**config.mk**
```make
export PLATFORM = sky130hd
export DESIGN_NAME = mdu_iter
export DESIGN_NICKNAME = d
export VERILOG_FILES = /design/src/rtl/mdu_pkg.sv /design/src/rtl/mdu_step.sv /design/src/rtl/mdu_iter.sv
export SDC_FILE = /design/constraint.sdc
export NUM_CORES = 1
export LEC_CHECK = 0
export ABC_CLOCK_PERIOD_IN_PS = 5650
export BUFFER_PORTS_ARGS = -buffer_cell sky130_fd_sc_hd__buf_4
export CAP_MARGIN = 20
export CORE_MARGIN = 4
export CORE_UTILIZATION = 35
export DETAILED_ROUTE_END_ITERATION = 12
export MAX_ROUTING_LAYER = met4
export PLACE_DENSITY = 0.54
export SLEW_MARGIN = 20
export SYNTH_ARGS = -nofsm -noshare
export SYNTH_HDL_FRONTEND = slang
export SYNTH_SLANG_ARGS = --single-unit
```
**constraint.sdc**
```tcl
create_clock -name clk -period 5.65 [get_ports clk]
set_clock_uncertainty 0.05 [all_clocks]
set_input_delay 0 -clock clk [delete_from_list [all_inputs] [get_ports clk]]
set_output_delay 0 -clock clk [all_outputs]
set_load 0.02 [all_outputs]
```
**src/rtl/mdu_pkg.sv**
```systemverilog
// mdu_pkg: op encodings, FSM states and sizing helpers for mdu_iter.
// The divider is built only when MDU_DIV_EN is defined.
package mdu_pkg;

  localparam logic [1:0] MDU_MULT  = 2'd0;
  localparam logic [1:0] MDU_MULTU = 2'd1;
  localparam logic [1:0] MDU_DIV   = 2'd2;
  localparam logic [1:0] MDU_DIVU  = 2'd3;

  typedef enum logic [1:0] {
    IDLE,
    CALC,
    FIX
  } state_t;

  function automatic int cnt_w(input int w);
    return $clog2(w) + 1;
  endfunction

endpackage

```
**src/rtl/mdu_step.sv**
```systemverilog
// mdu_step: one shift-add multiply or restoring divide iteration.
// Divide hardware is present only when MDU_DIV_EN is defined.
module mdu_step #(
  parameter int WIDTH = 32
) (
  input  logic               div,
  input  logic [2*WIDTH-1:0] acc,
  input  logic [WIDTH-1:0]   opnd,
  output logic [2*WIDTH-1:0] acc_nxt,
  output logic               qbit
);

  logic [WIDTH:0] sum;

  assign sum = {1'b0, acc[2*WIDTH-1:WIDTH]}
             + (acc[0] ? {1'b0, opnd} : '0);

`ifdef MDU_DIV_EN
  logic [WIDTH:0] rem;
  logic [WIDTH:0] dif;

  // Upper half is the partial remainder, lower half shifts dividend out
  // and quotient bits in.
  assign rem  = {acc[2*WIDTH-1:WIDTH], acc[WIDTH-1]};
  assign dif  = rem - {1'b0, opnd};
  assign qbit = div & ~dif[WIDTH];

  always_comb begin
    acc_nxt = {sum, acc[WIDTH-1:1]};
    if (div) begin
      acc_nxt = {qbit ? dif[WIDTH-1:0] : rem[WIDTH-1:0],
                 acc[WIDTH-2:0], qbit};
    end
  end
`else
  logic unused_div;

  assign unused_div = div;
  assign qbit       = 1'b0;
  assign acc_nxt    = {sum, acc[WIDTH-1:1]};
`endif

endmodule

```
**src/rtl/mdu_iter.sv**
```systemverilog
// mdu_iter: iterative MULT/MULTU/DIV/DIVU unit owning HI/LO.
// Define MDU_DIV_EN to build the divider; otherwise div ops are no-ops.
module mdu_iter
  import mdu_pkg::*;
#(
  parameter int WIDTH = 32
) (
  input  logic             clk,
  input  logic             rst,
  input  logic             start,
  input  logic [1:0]       op,
  input  logic [WIDTH-1:0] a,
  input  logic [WIDTH-1:0] b,
  input  logic             hi_we,
  input  logic             lo_we,
  input  logic [WIDTH-1:0] wdata,
  output logic             busy,
  output logic             done,
  output logic             div0,
  output logic [WIDTH-1:0] hi,
  output logic [WIDTH-1:0] lo
);

  localparam int CW = cnt_w(WIDTH);

`ifdef MDU_DIV_EN
  localparam bit DIV_EN = 1'b1;
`else
  localparam bit DIV_EN = 1'b0;
`endif

  state_t             state;
  state_t             state_nxt;
  logic [CW-1:0]      cnt;
  logic [2*WIDTH-1:0] acc;
  logic [2*WIDTH-1:0] acc_nxt;
  logic [WIDTH-1:0]   opnd;
  logic [1:0]         opr;
  logic               sa;
  logic               sb;
  logic               z;
  logic               unused_qbit;

  logic               sgn;
  logic               bz;
  logic [WIDTH-1:0]   amag;
  logic [WIDTH-1:0]   bmag;
  logic [2*WIDTH-1:0] prod;
  logic [WIDTH-1:0]   quo;
  logic [WIDTH-1:0]   rmd;

  assign sgn  = ~op[0];
  assign bz   = (b == '0);
  assign amag = (sgn && a[WIDTH-1]) ? -a : a;
  assign bmag = (sgn && b[WIDTH-1]) ? -b : b;
  assign busy = (state != IDLE);

`ifdef MDU_DIV_EN
  assign div0 = z;
`else
  assign div0 = 1'b0;
`endif

  mdu_step #(
    .WIDTH(WIDTH)
  ) u_step (
    .div    (opr[1]),
    .acc    (acc),
    .opnd   (opnd),
    .acc_nxt(acc_nxt),
    .qbit   (unused_qbit)
  );

  // sa/sb are only ever set for signed ops
  assign prod = (sa ^ sb) ? -acc : acc;
  assign quo  = (sa ^ sb) ? -acc[WIDTH-1:0] : acc[WIDTH-1:0];
  assign rmd  = sa ? -acc[2*WIDTH-1:WIDTH] : acc[2*WIDTH-1:WIDTH];

  always_ff @(posedge clk or negedge rst) begin
    if (!rst) state <= IDLE;
    else      state <= state_nxt;
  end

  always_comb begin
    state_nxt = state;
    unique case (state)
      IDLE: begin
        if (start) begin
          state_nxt = (op[1] && (bz || !DIV_EN)) ? FIX : CALC;
        end
      end
      CALC: if (cnt == CW'(WIDTH - 1)) state_nxt = FIX;
      FIX:  state_nxt = IDLE;
      default: state_nxt = IDLE;
    endcase
  end

  always_ff @(posedge clk or negedge rst) begin
    if (!rst) begin
      hi   <= '0;
      lo   <= '0;
      acc  <= '0;
      cnt  <= '0;
      opnd <= '0;
      opr  <= '0;
      sa   <= 1'b0;
      sb   <= 1'b0;
      z    <= 1'b0;
      done <= 1'b0;
    end else begin
      done <= (state == FIX);
      unique case (state)
        IDLE: begin
          if (hi_we) hi <= wdata;
          if (lo_we) lo <= wdata;
          if (start) begin
            opr <= op;
            sa  <= sgn & a[WIDTH-1];
            sb  <= sgn & b[WIDTH-1];
            cnt <= '0;
            z   <= DIV_EN && op[1] && bz;
            if (op[1]) begin
              acc  <= bz ? {a, {WIDTH{1'b1}}}
                         : {{WIDTH{1'b0}}, amag};
              opnd <= bmag;
            end else begin
              acc  <= {{WIDTH{1'b0}}, bmag};
              opnd <= amag;
            end
          end
        end
        CALC: begin
          acc <= acc_nxt;
          cnt <= cnt + 1'b1;
        end
        FIX: begin
          if (z) begin
            {hi, lo} <= acc;
          end else if (!opr[1]) begin
            {hi, lo} <= prod;
          end else if (DIV_EN) begin
            hi <= rmd;
            lo <= quo;
          end
        end
        default: ;
      endcase
    end
  end

endmodule

```
# After elaboration in Yosys (flattened, before gate mapping)
# Index checks and enable logic that the tools add are counted.
# totals
in_bits	103
ff_bits	173
# op_classes
bitwise_logic	4
add_sub_neg	5
n_reduce_logical	12
n_eq_ne	8
n_mux	21
# op_table
cell	n
$mux W32	8
$mux W64	4
$pmux W32 S2	2
$pmux W64 S2	1
$neg A32 Y32	2
$neg A64 Y64	1
$add A32 B33 Y33	1
$logic_not A32 Y1	1
$pmux W6 S2	1
$ne A2 B2 Y1 const B	5
$add A6 B1 Y6 const B	1
$eq A6 B5 Y1 const B	1
$mux W2	3
$mux W6	1
$reduce_and A2 Y1	3
$reduce_and A3 Y1	2
$reduce_bool A2 Y1	3
$pmux W2 S2	1
$and A1 B1 Y1	2
$eq A2 B1 Y1 const B	1
$eq A2 B2 Y1 const B	1
$logic_and A1 B1 Y1	2
$logic_not A2 Y1	1
$not A1 Y1	1
$xor A1 B1 Y1	1

# Longest topological paths before layout
# logic_depth
depth_word	7
mapped_depth	13
mapped_depth_nobuf	11

# By module
# Synthesis repeated with hierarchy kept, for this count alone.
# unflattened
cells_unflattened	1539
hier_area_um2	12827.3
# modules_own_cells
module	cells_per_inst	area_per_inst_um2	instances
mdu_iter	1242	10628.9	1
mdu_step	297	2198.4	1

# Worst setup path before layout
# No wires, ideal clock.
# synth_timing
path_type	register to register
startpoint	register acc[0]
endpoint	register acc[59]
stages_incl_launch_ff	14
path_slack_ps	2399
period_less_slack_ps	3251
path_buffers	2
setup_time_ps	104
arrival_time_ps	3097
path_cell_list	dfrtp_1 clkbuf_1 clkbuf_1 and2_1 ha_1 fa_1 a211oi_1 o211a_1 or4_1 a211oi_1 o21ai_0 nand2b_1 mux2i_1 a221oi_1
# synth_between
elab_chain_len	3
# synth_lines
item	line_no	rtl
start, declared	mdu_iter.sv:35	logic [2*WIDTH-1:0] acc;
start signal, assigned	mdu_iter.sv:123	acc <= bz ? {a, {WIDTH{1'b1}}}
start signal, assigned	mdu_iter.sv:127	acc <= {{WIDTH{1'b0}}, bmag};
start signal, assigned	mdu_iter.sv:133	acc <= acc_nxt;
$mux W32	mdu_step.sv:16	+ (acc[0] ? {1'b0, opnd} : '0);
$add A32 B33 Y33	mdu_step.sv:16	
$pmux W64 S2	mdu_iter.sv:112	unique case (state)
# Every way passes these cells.
# A chain may end at the register's enable or synchronous reset.

# Worst setup path in the final report
# Ends and elaborated chain as after synthesis.

==> flow_metrics.tcl <==
set metrics [dict create \
    worstHoldPathType "in2reg" \
    grt_most_used_layer "met1" \
    routed_wirelength_mm 45.2 \
    antenna_left 0 \
    mappedNetlistArea_sq_um 12400 \
    chipWidth_um 196 \
    cts-htree-levels 4 \
    ys_dominant_reg_cell "sky130_fd_sc_hd__dfrtp_1" \
    vias_per_cell 5.57 \
    cap_violations 0 \
    row_count 68 \
    synth_enable_flop_cells 0 \
    first_global_vias 11847 \
    critPathKind "reg2reg" \
    via_count 12210 \
    worstRegToRegCells 11 \
    yosysSeqAreaShare 0.348 \
    full_die_area_sq_um 38400 \
    fmaxAchievable_ghz 0.256 \
    grt_first_pass_wirelength_mm 70.4 \
    yosys-top-cells-area "sky130_fd_sc_hd__dfrtp_1, sky130_fd_sc_hd__nor2_1, sky130_fd_sc_hd__o21ai_0" \
    synth-xor-area-share 0.100 \
    grt_setup_unrepaired "no" \
    final_period_minus_worst_setup_slack_ns 3.90 \
    synthDistinctLibCells 69 \
    worst_slew_margin_rel 0.327 \
    syn_nets 1657 \
    synthesis.yosys.warnings 0 \
    synthDominantCellAreaShare 0.348 \
    cts-root-to-sink-buffers 2 \
    cts_made_buffers 17 \
    global_route.usage.met2 0.352 \
    syn_avg_cell_area_sq_um 8.16 \
    status "complete, no violations" \
    synthSimpleGateAreaFrac 0.206 \
    tritoncts_sink_count 172 \
    met1_usage 0.361 \
    worstPathRequired_ns 5.93 \
    timing.final.hold_violations 0 \
    final_common_cell "sky130_fd_sc_hd__buf_4" \
    crit_start "acc[0]" \
    clkTransAtPathRegs_ns 0.07 \
    worst-slew-pin-transition_ns 1.00 \
    initialDrtViolationCount 867 \
    cts_tree "done" \
    hpwl_dp_mm 34.6 \
    synth_mux_area_frac 0.0182 \
    p_per_area_nw_per_um2 551 \
    grt_util_met3 0.0239 \
    synth_adder_area_share 0.0380 \
    finalSetupTns_ns 0 \
    finalSetupViolations 0 \
    most_used_cells_in_the_layout_excluding_fill_and_tap_cells "sky130_fd_sc_hd__buf_4, sky130_fd_sc_hd__nor2_1, sky130_fd_sc_hd__dfrtp_1" \
    synth.largest_area_cell "sky130_fd_sc_hd__dfrtp_1" \
    clk-insertion-delay-late_ns 0.45 \
    critPathArrivalTime_ns 4.18 \
    drive_gt1_frac 0.147 \
    ir_worst_vdd_uv 255 \
    grt_start_max_net_pins 72 \
    cts_post_setup_buffers_inserted 0 \
    endpoint_kind "flop" \
    track_usage 0.240 \
    timing.hold.worst.start "b[2]" \
    synth_top_family_by_area "compound AO/OA/AOI/OAI gates" \
    antenna-diode-count 0 \
    initial_utilization 0.357 \
    first_pass_iters 5 \
    fill_cells 3506 \
    globalRouteOverflowTotal 0 \
    area.growth.synth_to_final_pct 26.3 \
    route.detailed.wl_per_inst_um 20.6 \
    postSynthRegisterBits 172 \
    portBuffers 168 \
    pin_count 170 \
    leakage_power_total_nw 6.79 \
    ys_async_sr_fraction 1.00 \
    rd_place_congestion 0.902 \
    die_height_um 196 \
    startpoint_type "flop" \
    num-nets-final 1865 \
    timing.final.max_slew_violations 0 \
    antenna_found_initial 0 \
    hold_path_depth 4 \
    post-route-period-util 0.690 \
    complex_gate_fraction_of_the_synthesized_area 0.253 \
    synth_cells 1517 \
    path_max_fanout 15 \
    timing.hold.ws_ns 0.0278 \
    placeableCoreArea_sq_um 34700 \
    clock_tree.root_cell "sky130_fd_sc_hd__clkbuf_16" \
    reg_to_reg_start "acc[0]" \
    route.detailed.drc 0 \
]
-- where the power goes --
group / switching [W] / total, W / internal [W] / leakage, nW
logic: 0.00276 / 0.00475 / 0.00199 / 4.36
clock network: 0.000524 / 0.00132 / 0.000794 / 0.306
registers: 0.000718 / 0.00255 / 0.00183 / 2.12
-- sequential cells by signal, indices dropped and copies added, names as in the netlist --
register,cells
opnd,32
hi,32
opr,1
acc,64
state,2
lo,32
done,1
cnt,6
sb,1
sa,1
-- final cells by class --
| cell class | instances | area [sq um] | share of cell area |
|---|---|---|---|
| well taps | 455 | 569 | 0.0364 |
| inverters | 22 | 82.6 | 0.00528 |
| repair buffers | 284 | 2380 | 0.152 |
| clock inverters | 11 | 193 | 0.0123 |
| multi-input cells | 1228 | 7650 | 0.490 |
| clock buffers | 20 | 447 | 0.0286 |
| flip-flops and latches | 172 | 4300 | 0.275 |
-- synthesized netlist by cell type (8+ instances only) --
master                     number
sky130_fd_sc_hd__or4_1         16
sky130_fd_sc_hd__a221o_1        9
sky130_fd_sc_hd__xnor2_1       68
sky130_fd_sc_hd__xor2_1        74
sky130_fd_sc_hd__o221ai_1      13
sky130_fd_sc_hd__nor3_1        28
sky130_fd_sc_hd__dfrtp_1      172
sky130_fd_sc_hd__or3_1         20
sky130_fd_sc_hd__nor2_1       183
sky130_fd_sc_hd__mux2i_1       18
sky130_fd_sc_hd__o22ai_1       12
sky130_fd_sc_hd__a21o_1        16
sky130_fd_sc_hd__buf_1         12
sky130_fd_sc_hd__a221oi_1      18
sky130_fd_sc_hd__o211ai_1       8
sky130_fd_sc_hd__a31oi_1       19
sky130_fd_sc_hd__or2_2          8
sky130_fd_sc_hd__o31ai_1       65
sky130_fd_sc_hd__and2_1        34
sky130_fd_sc_hd__o21a_1         8
sky130_fd_sc_hd__clkbuf_1      76
sky130_fd_sc_hd__ha_1          36
sky130_fd_sc_hd__o21ai_0      130
sky130_fd_sc_hd__a22oi_1       28
sky130_fd_sc_hd__a211oi_1      15
sky130_fd_sc_hd__nand2_1      165
sky130_fd_sc_hd__inv_1         21
sky130_fd_sc_hd__and3_1        11
sky130_fd_sc_hd__nand3_1       21
sky130_fd_sc_hd__a21oi_1      107
sky130_fd_sc_hd__nor2b_1        9
sky130_fd_sc_hd__nand2b_1      13
sky130_fd_sc_hd__nor4_1         8
-- per-layer routing --
layer | routed length [um] | up-vias | part of all wire
met5 | 0 | - | 0
met4 | 568 | 0 | 0.013
met3 | 2710 | 33 | 0.060
met2 | 19300 | 422 | 0.43
met1 | 22600 | 5845 | 0.50
li1 | - | 5910 | -
-- path summary, 6_finish.rpt --
path | to | slack (ns)
min in group asynchronous | cnt[3] | 0.06
hold reg to reg | hi[5] | 0.43
setup / recovery | acc[59] | 1.75
hold / removal | opnd[2] | 0.03
setup reg to reg | acc[59] | 1.75
max in group asynchronous | hi[7] | 4.25
-- stage by stage --
step	util	std cells	total power, W	setup WS (ns)	area, sq um
after floorplan	-	1517	0.00560	2.40	12400
after global placement	0.404	2063	0.00716	1.84	14000
after detailed placement	0.404	2063	0.00720	1.74	14000
after CTS	0.450	2192	0.00862	1.71	15600
after global routing	0.450	2192	0.00930	1.48	15600
final	0.450	2192	0.00861	1.75	15600
-- worst max-delay path, stage by stage, from the launching register on --
cell and delay (ns):
sky130_fd_sc_hd__dfrtp_1 0.70, sky130_fd_sc_hd__and2_1 0.22, sky130_fd_sc_hd__ha_1 0.21, sky130_fd_sc_hd__fa_1 0.26, sky130_fd_sc_hd__a211oi_1 0.11, sky130_fd_sc_hd__o211a_1 0.27
sky130_fd_sc_hd__or4_1 0.59, sky130_fd_sc_hd__a211oi_1 0.54, sky130_fd_sc_hd__o21ai_0 0.29, sky130_fd_sc_hd__nand2b_1 0.18, sky130_fd_sc_hd__mux2i_1 0.08, sky130_fd_sc_hd__a221oi_1 0.30
-- what timing repair did --
item                                   4_1_cts  5_1_grt
endpoints found under the hold margin      177        0
resized for setup                            0        0
hold buffers                                98        0
-- kinds of logic after synthesis --
group | after synthesis
adder cells (fa/ha/maj) | 37
AO/OA/AOI/OAI | 484
other | 1
flip-flops | 172
XOR/XNOR | 142
multiplexers | 22
buffers and inverters | 117
AND/OR/NAND/NOR | 542
No activity file was read; power rests on OpenSTA's default activity.
